## src/rtl/instr_encoder.sv

```systemverilog
// Encodes decoded operations into 16-bit instruction words, buffers them in a
// small FIFO and writes them to instruction memory from a programmable base.
module instr_encoder #(
   parameter int ADDR_W     = 8,
   parameter int FIFO_DEPTH = 4
) (
   input  logic              clk,
   input  logic              rst_n,
   input  logic              start,
   input  logic [ADDR_W-1:0] base_addr,
   input  logic              in_valid,
   output logic              in_ready,
   input  logic [2:0]        in_class,
   input  logic [3:0]        in_rd,
   input  logic [3:0]        in_rs,
   input  logic [3:0]        in_rt,
   input  logic [7:0]        in_imm,
   input  logic              in_last,
   input  logic              imem_busy,
   output logic              imem_we,
   output logic [ADDR_W-1:0] imem_addr,
   output logic [15:0]       imem_wdata,
   output logic              done,
   output logic              overflow
);

   localparam int PW = $clog2(FIFO_DEPTH);
   localparam int CW = PW + 1;

   typedef enum logic [1:0] {
      ST_IDLE  = 2'd0,
      ST_RUN   = 2'd1,
      ST_DRAIN = 2'd2
   } state_t;

   state_t            state_reg, state_next;
   logic [PW-1:0]     wr_ptr_reg, rd_ptr_reg;
   logic [CW-1:0]     count_reg;
   logic [ADDR_W-1:0] wr_addr_reg;
   logic              overflow_reg;
   logic              imem_we_reg;
   logic [ADDR_W-1:0] imem_addr_reg;
   logic [15:0]       imem_wdata_reg;
   logic              done_reg;

   logic [15:0]       fifo_mem [FIFO_DEPTH];
   logic [3:0]        opcode;
   logic [15:0]       enc_word;
   logic              fifo_full, fifo_empty;
   logic              push, pop;

   // Opcode map and field packing, mirroring the core's decoder
   always_comb begin
      opcode = 4'b0000;
      case (in_class)
         3'd0: opcode = 4'b0000;
         3'd1: opcode = 4'b1000;
         3'd2: opcode = 4'b1001;
         3'd3: opcode = 4'b0101;
         3'd4: opcode = 4'b0010;
         3'd5: opcode = 4'b1010;
         3'd6: opcode = 4'b0110;
         3'd7: opcode = 4'b1011;
         default: opcode = 4'b0000;
      endcase
   end

   always_comb begin
      enc_word = {opcode, in_rd, in_rs, in_imm[3:0]};
      case (in_class)
         3'd0, 3'd4, 3'd6: enc_word = {opcode, in_rd, in_rs, in_rt};
         3'd7:             enc_word = {opcode, in_rd, in_imm};
         default:          enc_word = {opcode, in_rd, in_rs, in_imm[3:0]};
      endcase
   end

   assign fifo_full  = (count_reg == CW'(FIFO_DEPTH));
   assign fifo_empty = (count_reg == '0);
   assign push       = in_valid && in_ready;
   assign pop        = !fifo_empty && !imem_busy;

   // Ready comes from registered state and count only, so a full FIFO stays
   // not-ready even in a cycle where the head is being popped.
   always_comb begin
      state_next = state_reg;
      in_ready   = 1'b0;
      case (state_reg)
         ST_IDLE: begin
            if (start) state_next = ST_RUN;
         end
         ST_RUN: begin
            in_ready = !fifo_full;
            if (in_valid && !fifo_full && in_last) state_next = ST_DRAIN;
         end
         ST_DRAIN: begin
            if (fifo_empty) state_next = ST_IDLE;
         end
         default: state_next = ST_IDLE;
      endcase
   end

   always_ff @(posedge clk or negedge rst_n) begin
      if (!rst_n) begin
         state_reg <= ST_IDLE;
      end else begin
         state_reg <= state_next;
      end
   end

   always_ff @(posedge clk) begin
      if (push) fifo_mem[wr_ptr_reg] <= enc_word;
   end

   always_ff @(posedge clk or negedge rst_n) begin
      if (!rst_n) begin
         wr_ptr_reg <= '0;
         rd_ptr_reg <= '0;
         count_reg  <= '0;
      end else begin
         if (push) wr_ptr_reg <= wr_ptr_reg + PW'(1);
         if (pop)  rd_ptr_reg <= rd_ptr_reg + PW'(1);
         case ({push, pop})
            2'b10:   count_reg <= count_reg + CW'(1);
            2'b01:   count_reg <= count_reg - CW'(1);
            default: count_reg <= count_reg;
         endcase
      end
   end

   // Write stage; once the address space is exhausted, popped words are dropped
   always_ff @(posedge clk or negedge rst_n) begin
      if (!rst_n) begin
         wr_addr_reg    <= '0;
         overflow_reg   <= 1'b0;
         imem_we_reg    <= 1'b0;
         imem_addr_reg  <= '0;
         imem_wdata_reg <= '0;
         done_reg       <= 1'b0;
      end else begin
         imem_we_reg <= 1'b0;
         done_reg    <= (state_reg == ST_DRAIN) && fifo_empty && !pop;
         if (state_reg == ST_IDLE && start) begin
            wr_addr_reg  <= base_addr;
            overflow_reg <= 1'b0;
         end else if (pop && !overflow_reg) begin
            imem_we_reg    <= 1'b1;
            imem_addr_reg  <= wr_addr_reg;
            imem_wdata_reg <= fifo_mem[rd_ptr_reg];
            wr_addr_reg    <= wr_addr_reg + ADDR_W'(1);
            if (wr_addr_reg == '1) overflow_reg <= 1'b1;
         end
      end
   end

   assign imem_we    = imem_we_reg;
   assign imem_addr  = imem_addr_reg;
   assign imem_wdata = imem_wdata_reg;
   assign done       = done_reg;
   assign overflow   = overflow_reg;

endmodule

```

## config.mk

```make
export PLATFORM = sky130hd
export DESIGN_NAME = instr_encoder
export DESIGN_NICKNAME = d
export VERILOG_FILES = /design/src/rtl/instr_encoder.sv
export SDC_FILE = /design/constraint.sdc
export NUM_CORES = 1
export LEC_CHECK = 0
export CAP_MARGIN = 20
export CORE_ASPECT_RATIO = 0.5
export CORE_UTILIZATION = 30
export CTS_BUF_LIST = sky130_fd_sc_hd__clkbuf_4 sky130_fd_sc_hd__clkbuf_8
export CTS_CLUSTER_SIZE = 30
export DETAILED_ROUTE_END_ITERATION = 8
export DONT_BUFFER_PORTS = 1
export GPL_TIMING_DRIVEN = 1
export PLACE_DENSITY = 0.47
export SETUP_SLACK_MARGIN = 0.02
export SYNTH_ARGS = -nofsm -noshare
export SYNTH_HDL_FRONTEND = slang
export SYNTH_SLANG_ARGS = --single-unit
```

## constraint.sdc

```tcl
create_clock -name clk -period 5 [get_ports clk]
set_input_delay 0.5 -clock clk [delete_from_list [all_inputs] [get_ports clk]]
set_output_delay 0.5 -clock clk [all_outputs]
set_load 0.02 [all_outputs]
```

Yosys cells after proc, flatten, opt, wreduce, memory -nomap -nowiden

Memories as Yosys holds them, arrays and structs flattened. A register that Yosys moved wholly into a read port is not among the register bits.
Index checks and enable logic that the tools add are counted.

Flip-flop bits (word level): 28
Bits in writable memories: 64
ROM bits: 32
Input bits: 37
Output and inout bits: 28
Logic and storage cells: 69
Memories: 2

Add/sub/neg operators: 5
Equality and inequality tests: 12
Muxes and demuxes: 16
Bitwise operators: 1
Reduce and logical (&&, ||, !) cells: 24

Memory list:

| memory           | depth | width | read ports | clocked after memory_dff | write ports | RTL line | text |
|---|---|---|---|---|---|---|---|
| fifo_mem         | 4     | 16    | 1          | 1                        | 1           | 46       | `logic [15:0] fifo_mem [FIFO_DEPTH];` |
| (name not given) | 8     | 4     | 1          | 0                        | 0           | 55       | `case (in_class)` |

Operator list:

| kind                                                                  | count |
|---|---|
| 8-bit two-way mux                                                     | 2 |
| 8-bit case mux with 2 select lines                                    | 1 |
| 3-bit equality test, second input constant                            | 4 |
| 8-bit by 1-bit adder with 8-bit output, second input constant         | 1 |
| 8-bit equality test, second input constant                            | 1 |
| 1-bit logical AND                                                     | 8 |
| 1-bit two-way mux                                                     | 8 |
| 1-bit zero test                                                       | 6 |
| 3-bit zero test                                                       | 2 |
| 2-bit two-way mux                                                     | 3 |
| 2-bit != test, second input constant                                  | 3 |
| 2-bit case mux with 3 select lines                                    | 1 |
| 3-bit case mux with 2 select lines                                    | 1 |
| 2-bit nonzero test                                                    | 3 |
| 2-bit by 1-bit adder with 2-bit output, second input constant         | 2 |
| 2-bit by 1-bit equality test with 1-bit output, second input constant | 2 |
| 2-bit equality test, second input constant                            | 2 |
| 2-bit AND reduction                                                   | 2 |
| 3-bit by 1-bit adder with 3-bit output, second input constant         | 1 |
| 3-bit AND reduction                                                   | 1 |
| 3-bit OR reduction                                                    | 1 |
| 3-bit by 1-bit subtractor with 3-bit output, second input constant    | 1 |
| 2-bit zero test                                                       | 1 |
| 1-bit inverter                                                        | 1 |

Depth between registers and ports, before layout

Gate-level depths: netlist of the first run.

Depth in word-level cells: 6
Mapped depth: 10
Gate-level depth less buffers: 10

Worst setup path after synthesis of the first run

Ideal clock, no wire load.

Path kind: reg2reg
Start: reg state_reg[1]
End: reg count_reg[2]
Setup time: 0.126 ns
Data arrival time: 2.107 ns
Required time: 4.874 ns
Slack: 2.768 ns
Cell stages (with the launch flop): 11
Buffers on the path: 0
Clock period less this slack: 2.232 ns
Cell sequence: dfrtp_1 > nand2b_1 > a21oi_1 > and2_1 > inv_1 > ha_1 > inv_1 > fa_1 > xor2_1 > nor2_1 > xor2_1

Longest elaborated chain between the ends: 5
Elaborated cells between the ends (all ways): 7
Classes of those cells: eq/ne: 3; mux: 2; reduce/logical: 2

Ends and longest elaborated chain:

| element                                                                               | RTL line | text |
|---|---|---|
| start, declared                                                                       | 36       | `state_t state_reg, state_next;` |
| start signal, assigned                                                                | 106      | `state_reg <= state_next;` |
| 2-bit by 1-bit equality test with 1-bit output (*)                                    | 87       | `case (state_reg)` |
| 1-bit two-way mux (*)                                                                 | 87       |  |
| net in_ready                                                                          | 12       | `output logic in_ready,` |
| 1-bit logical AND (*)                                                                 | 79       | `assign push = in_valid && in_ready;` |
| 2-bit by 1-bit equality test with 1-bit output or 2-bit equality test (tied branches) | 122      | `case ({push, pop})` |
| 3-bit case mux with 2 select lines or 2-bit nonzero test (tied branches)              | n/a      |  |
| end signal, assigned                                                                  | 123      | `2'b10: count_reg <= count_reg + CW'(1);` |
| end signal, assigned                                                                  | 124      | `2'b01: count_reg <= count_reg - CW'(1);` |
| end signal, assigned                                                                  | 125      | `default: count_reg <= count_reg;` |
| end, declared                                                                         | 38       | `logic [CW-1:0] count_reg;` |

The timed path passes the listed nets; every way through them passes the cells marked *.
A chain may end at the register's enable or synchronous reset.

Worst setup path after layout of the first run

Same ends and word-level chain as after synthesis.

==> results of run 1 <==
cells by family after synthesis:
logic type / Yosys count
DFF: 108
muxes: 46
and+or+nand+nor: 45
AOI/OAI and AO/OA: 23
buffers and inverters: 18
xor gates and xnor gates: 13
adders and majority gates: 10
report_power, final:
group	internal, uW	total (uW)	switching [uW]
Clock	200	503	303
Sequential	1200	1530	332
Combinational	472	823	352
Total	1870	2860	986
routing by layer:
layer	global-route usage	part of all wire
met1	0.146	0.46
met2	0.202	0.47
met3	0.0361	0.056
met4	0.0332	0.011
met5	0	0
path summary, 6_finish.rpt:
check	startpoint	to	slack, ps	cells after the start
worst max-delay path	state_reg[1]	count_reg[2]	2510	10
worst min-delay path	in_class[2]	fifo_mem[3][13]	220	0
worst max register to register	state_reg[1]	count_reg[2]	2510	10
worst min register to register	count_reg[0]	count_reg[0]	560	1
max in group asynchronous	rst_n	done	4150	2
min in group asynchronous	rst_n	imem_wdata[14]	620	2
critical path: cells and delay by family (launching register included):
kind | cells | cell delay [ps]
compound gates | 1 | 620
xor+xnor | 2 | 280
fa+ha+maj | 2 | 380
buf+inv | 2 | 130
flops | 1 | 430
simple gates | 3 | 540
Yosys cell counts, types with 2 or more instances:
cell type and instances:
sky130_fd_sc_hd__buf_6 3, sky130_fd_sc_hd__mux2_4 19, sky130_fd_sc_hd__xor2_1 9, sky130_fd_sc_hd__nor3_1 2, sky130_fd_sc_hd__nand2b_1 2, sky130_fd_sc_hd__nand3_1 3, sky130_fd_sc_hd__nor2_1 7, sky130_fd_sc_hd__mux4_2 16
sky130_fd_sc_hd__clkbuf_1 2, sky130_fd_sc_hd__dfrtp_1 44, sky130_fd_sc_hd__ha_1 9, sky130_fd_sc_hd__a22o_1 8, sky130_fd_sc_hd__o21ai_0 8, sky130_fd_sc_hd__inv_1 10, sky130_fd_sc_hd__edfxtp_1 64, sky130_fd_sc_hd__and3_1 5
sky130_fd_sc_hd__a21oi_1 4, sky130_fd_sc_hd__mux2_2 9, sky130_fd_sc_hd__nand4_1 2, sky130_fd_sc_hd__nand2_1 14, sky130_fd_sc_hd__xnor2_1 4
per-stage QoR:
step	setup WS [ps]	instances	power (uW)	hold WS, ps	cell area [um^2]
6_report	2510	473	2860	223	5000
5_1_grt	2270	473	3030	183	5000
4_1_cts	2470	473	2910	200	5000
3_5_place_dp	2470	455	2390	205	4770
3_3_place_gp	2520	454	2330	205	4750
2_1_floorplan	2770	263	2180	204	4550
final cells by class:
cell class / instances / share of cell area
repair buffers: 4 / 0.0145
clock buffers: 11 / 0.0278
well taps: 198 / 0.0496
flip-flops and latches: 108 / 0.605
clock inverters: 5 / 0.00926
inverters: 10 / 0.00751
multi-input cells: 137 / 0.286
cells in the final DEF, fill, tap and decap left out, drive strengths merged, types with 2 or more instances in the layout:
master	n
xor2	9
ha	9
edfxtp	64
mux2	29
nand3	3
and3	5
nand2	14
o21ai	8
clkbuf	11
xnor2	4
nor3	3
buf	3
clkinv	4
a21oi	4
dfrtp	44
nor2	7
nand2b	2
mux4	16
inv	11
nand4	2
nor3b	2
a22o	8
==> flow_summary.yaml, run 1 <==
die:
  initial_core_util: 0.311
  die_h_um: 89.1
  core_area_um2: 14600
  rows: 31
  design.portCount: 65
  die_area_um2: 15700
  die_w_um: 176
synthesis:
  synthXorXnorAreaFrac: 0.0250
  synthesis.yosys.warnings: 0
  syn_inst: 263
  ys_top_cells_by_area: "sky130_fd_sc_hd__edfxtp_1 42%, sky130_fd_sc_hd__dfrtp_1 24%, sky130_fd_sc_hd__mux4_2 7.9%, sky130_fd_sc_hd__mux2_4 6.3%, sky130_fd_sc_hd__ha_1 2.5%"
  synthSimpleGateAreaFrac: 0.0583
  ys_async_sr_fraction: 0.407
  synth_top_cell_by_area: "sky130_fd_sc_hd__edfxtp_1"
  synthesized_area_fraction_occupied_by_ao_oa_aoi_and_oai_cells: 0.0333
  synth_area_per_cell_um2: 17.3
  synth.yosys.seq_area_share: 0.664
  synth_edf_count: 64
  synth-adder-area-share: 0.0292
  yosys-mux-area-fraction: 0.169
  synth_top_area_frac: 0.422
  synth_top_flop_cell: "sky130_fd_sc_hd__edfxtp_1"
  synthesis.area_um2: 4550
  synth_cell_type_count: 40
  synth_top_family_by_area: "multiplexers"
  ys_seq_elements: 108
  syn_nets: 310
clock_tree:
  htree_depth: 3
  cts_root_buffer: "sky130_fd_sc_hd__clkbuf_8"
  post_cts_buffers: 0
  clkSlewWorstSetupHoldPaths_ps: 100
  cts.path.max_buffers: 2
  post_cts_resized: 0
  tritoncts_clock_tree: "done"
  numCtsBuffers: 9
  clock_sinks: 108
  cts_hold_buf: 2
  clock_insertion_delay_worst_skew_ps: 370
final_layout:
  nNetsFinal: 317
  multiInputGateArea_um2: 1430
  drive_gt1_frac: 0.247
  area_growth_syn_to_layout_pct: 9.85
  area.sequential_um2: 3020
  largest_reg_flops: 64
  n_antenna_cell: 0
  num-fill-cells: 1386
  finalCoreUtilization: 0.342
global_route:
  overflow: 0
  total_routing_usage_reported_by_global_routing: 0.118
  grt_first_pass_wirelength_mm: 13.5
  first_global_vias: 2356
  grt_start_max_net_pins: 45
  grt_antenna_before_repair: 0
power_and_ir_drop:
  cellPowerDensity_nw_per_um2: 572
  vdd_drop_max_uv: 141
  static_leakage_uw: 0.00185
timing:
  fin_crit_ps: 2490
  report.final.setup_viol: 0
  grt_setup_unrepaired: "false"
  min_period_over_period: 0.498
  drv_slew: 0
  finClkSkew_ps: 15.8
  tightest_slew_ps: 912
  hold_viol_final: 0
  fmax_mhz: 402
  timing.max_slew.rel_slack: 0.392
  tns_ps: 0
detailed_routing:
  vias_per_cell: 4.70
  drt_iter0_drc: 106
  totalWireLength_mm: 8.60
  firstDrtPassIters: 4
  antenna_left: 0
  post-route-drc-count: 0
  avgRoutedWirePerCell_um: 18.2
  route.vias.total: 2223
critical_path:
  cp_cell_sequence: "nand2b_1 -> a21oi_1 -> and2_1 -> inv_1 -> ha_1 -> inv_1 -> fa_1 -> xor2_1 -> nor2_1 -> xor2_1"
  critical_path_class: "flop to flop"
  cp.arrival_ps: 2740
  worst_path_largest_cell_delay_ps: 620
  worst_path_max_delay_cell: "sky130_fd_sc_hd__a21oi_1"
  start_kind: "flop"
  critPathRequiredTime_ps: 5250
  crit_path_max_fanout: 6
  timing.critical_path.to_type: "flop"
place:
  place.port_buffers: 0
  routabilityCongestion: 0.715
  dp_hpwl_mm: 5.82
job:
  maxCapViolations: 0
min_path:
  holdCritPathClass: "primary input to flop"
run_status:
  status: "finished, final reports clean"
(Power assumes the default switching activity.)
==> run 2, diff against run 1 <==
--- a/config.mk
+++ b/config.mk
@@ -13,7 +13,7 @@
 export DETAILED_ROUTE_END_ITERATION = 8
 export DONT_BUFFER_PORTS = 1
 export GPL_TIMING_DRIVEN = 1
-export PLACE_DENSITY = 0.47
+export PLACE_DENSITY = 0.48
 export SETUP_SLACK_MARGIN = 0.02
 export SYNTH_ARGS = -nofsm -noshare
 export SYNTH_HDL_FRONTEND = slang
==> constraint.sdc (replaced) <==
create_clock -name clk -period 2.1 [get_ports clk]
set_input_delay 0.21 -clock clk [delete_from_list [all_inputs] [get_ports clk]]
set_output_delay 0.21 -clock clk [all_outputs]
set_load 0.02 [all_outputs]
==> flow_summary.yaml, run 2 (same netlist as run 1, synthesis figures left out) <==
final_layout:
  largest_reg_flops: 64
  most-common-layout-cells: "64 x sky130_fd_sc_hd__edfxtp_1, 41 x sky130_fd_sc_hd__dfrtp_1, 19 x sky130_fd_sc_hd__mux2_4"
  multiInputGateArea_um2: 1450
  area.sequential_um2: 3030
  area_growth_syn_to_layout_pct: 15.8
  num-fill-cells: 1352
  drive_gt1_frac: 0.290
  n_antenna_cell: 0
  mostFrequentLayoutCell: "sky130_fd_sc_hd__edfxtp_1"
  final_cell_count_no_fill: 498
  nNetsFinal: 342
die:
  initial_core_util: 0.311
  die_w_um: 176
  die_h_um: 89.1
  die_area_um2: 15700
  rows: 31
  core_area_um2: 14600
  design.portCount: 65
timing:
  timing.final.ws_setup_ps: 109
  min_period_over_period: 0.948
  timing.max_slew.rel_slack: 0.599
  report.final.setup_viol: 0
  tightest_slew_ps: 595
  finClkSkew_ps: 11.1
  fin_hold_ws_ps: 50.7
  drv_slew: 0
  hold_viol_final: 0
  tns_ps: 0
  fmax_mhz: 502
  grt_setup_unrepaired: "false"
  fin_crit_ps: 1990
global_route:
  first_global_vias: 2541
  grt_antenna_before_repair: 0
  total_routing_usage_reported_by_global_routing: 0.121
  overflow: 0
  grt_first_pass_wirelength_mm: 13.7
  grt_start_max_net_pins: 45
clock_tree:
  clock_insertion_delay_worst_skew_ps: 370
  tritoncts_clock_tree: "done"
  clock_sinks: 108
  cts.path.max_buffers: 2
  numCtsBuffers: 9
  clkSlewWorstSetupHoldPaths_ps: 110
  cts_root_buffer: "sky130_fd_sc_hd__clkbuf_8"
  htree_depth: 3
detailed_routing:
  drt_iter0_drc: 97
  post-route-drc-count: 0
  antenna_left: 0
  route.vias.total: 2309
  vias_per_cell: 4.64
  firstDrtPassIters: 4
  totalWireLength_mm: 8.86
  avgRoutedWirePerCell_um: 17.8
power_and_ir_drop:
  vdd_drop_max_uv: 343
  switching_share: 0.347
  power_uw: 7080
  power.net_switching_uw: 2450
  power_frac_seq: 0.505
  share_comb_of_total_power: 0.318
  cellPowerDensity_nw_per_um2: 1340
  clock_power_share: 0.176
  intPower_uw: 4620
  static_leakage_uw: 0.00197
critical_path:
  worst_path_max_delay_cell: "sky130_fd_sc_hd__dfrtp_2"
  critical_path_class: "flop to flop"
  worst_path_largest_cell_delay_ps: 470
  timing.critical_path.to_type: "flop"
  start_kind: "flop"
  cp_cell_sequence: "nor2_4 -> a21oi_2 -> and2_1 -> inv_1 -> ha_2 -> inv_1 -> fa_2 -> xor2_1 -> nor2_1 -> xor2_1"
  cp.arrival_ps: 2290
  critPathRequiredTime_ps: 2390
  crit_path_max_fanout: 4
job:
  maxCapViolations: 0
place:
  pre_cts_ws_ps: 21.5
  routabilityCongestion: 0.753
  dp_hpwl_mm: 5.84
  place.port_buffers: 0
  count_of_placed_standard_cells_including_taps: 466
min_path:
  holdCritPathClass: "primary input to flop"
run_status:
  status: "finished, final reports clean"
-- run 2: changes by cell type in the layout (fill, tap and decap cells not counted), moves of 3 or more --
cell / delta
sky130_fd_sc_hd__buf_4: +11
sky130_fd_sc_hd__dfrtp_2: +3
sky130_fd_sc_hd__clkinv_4: -3
sky130_fd_sc_hd__dlygate4sd3_1: +13
sky130_fd_sc_hd__dfrtp_1: -3
-- run 2: critical path, delay by kind of cell, from the launching register on --
kind	cells	cell delay [ps]
adder cells (fa/ha/maj)	2	510
flip-flops	1	470
AND/OR/NAND/NOR	3	450
XOR/XNOR	2	300
buffers and inverters	2	110
AO/OA/AOI/OAI	1	70
-- run 2: power groups by stage --
| stage | Clock (uW) | Combinational, uW | Sequential, uW |
|---|---|---|---|
| 2_1_floorplan | 0 | 1730 | 3480 |
| 3_3_place_gp | 0 | 2150 | 3580 |
| 3_5_place_dp | 0 | 2220 | 3610 |
| 4_1_cts | 1310 | 2280 | 3570 |
| 5_1_grt | 1380 | 2470 | 3650 |
| 6_report | 1250 | 2250 | 3580 |
-- run 2: path summary, 6_finish.rpt --
check,depth (start not counted),endpoint,slack [ps],start
max,10,count_reg[2],110,count_reg[1]
min,2,state_reg[1],50,in_valid
max reg2reg,10,count_reg[2],110,count_reg[1]
min reg2reg,1,count_reg[2],550,count_reg[2]
max in group asynchronous,2,count_reg[0],1520,rst_n
min in group asynchronous,2,imem_wdata[13],350,rst_n
-- run 2: layout make-up --
| class | instances | area share |
|---|---|---|
| clock buffers | 10 | 0.0261 |
| clock inverters | 6 | 0.0124 |
| inverters | 10 | 0.00713 |
| multi-input cells | 137 | 0.276 |
| flip-flops and latches | 108 | 0.575 |
| well taps | 198 | 0.0470 |
| repair buffers | 29 | 0.0565 |
-- run 2: stage by stage --
stage                     cell area [um^2]  utilization
final                                 5270        0.360
after global routing                  5270        0.360
after CTS                             5240        0.358
after detailed placement              4870        0.333
after global placement                4870        0.333
after floorplan                       4550            -
-- run 2: repair_timing --
| action | in CTS | in global routing |
|---|---|---|
| hold buffers | 15 | 0 |
| endpoints found under the setup margin | 1 | 2 |
| endpoints found under the hold margin | 72 | 0 |
| cloned | 0 | 0 |
| resized for setup | 2 | 6 |
| pin swaps | 0 | 1 |
| setup buffers | 0 | 1 |
-- run 2: layer usage --
layer / vias to the layer above / global-route usage / part of all wire
met4: 0 / 0.0372 / 0.0038
met1: 1195 / 0.145 / 0.44
met3: 2 / 0.0395 / 0.055
met2: 58 / 0.211 / 0.50
met5: - / 0 / 0
li1: 1054 / - / -
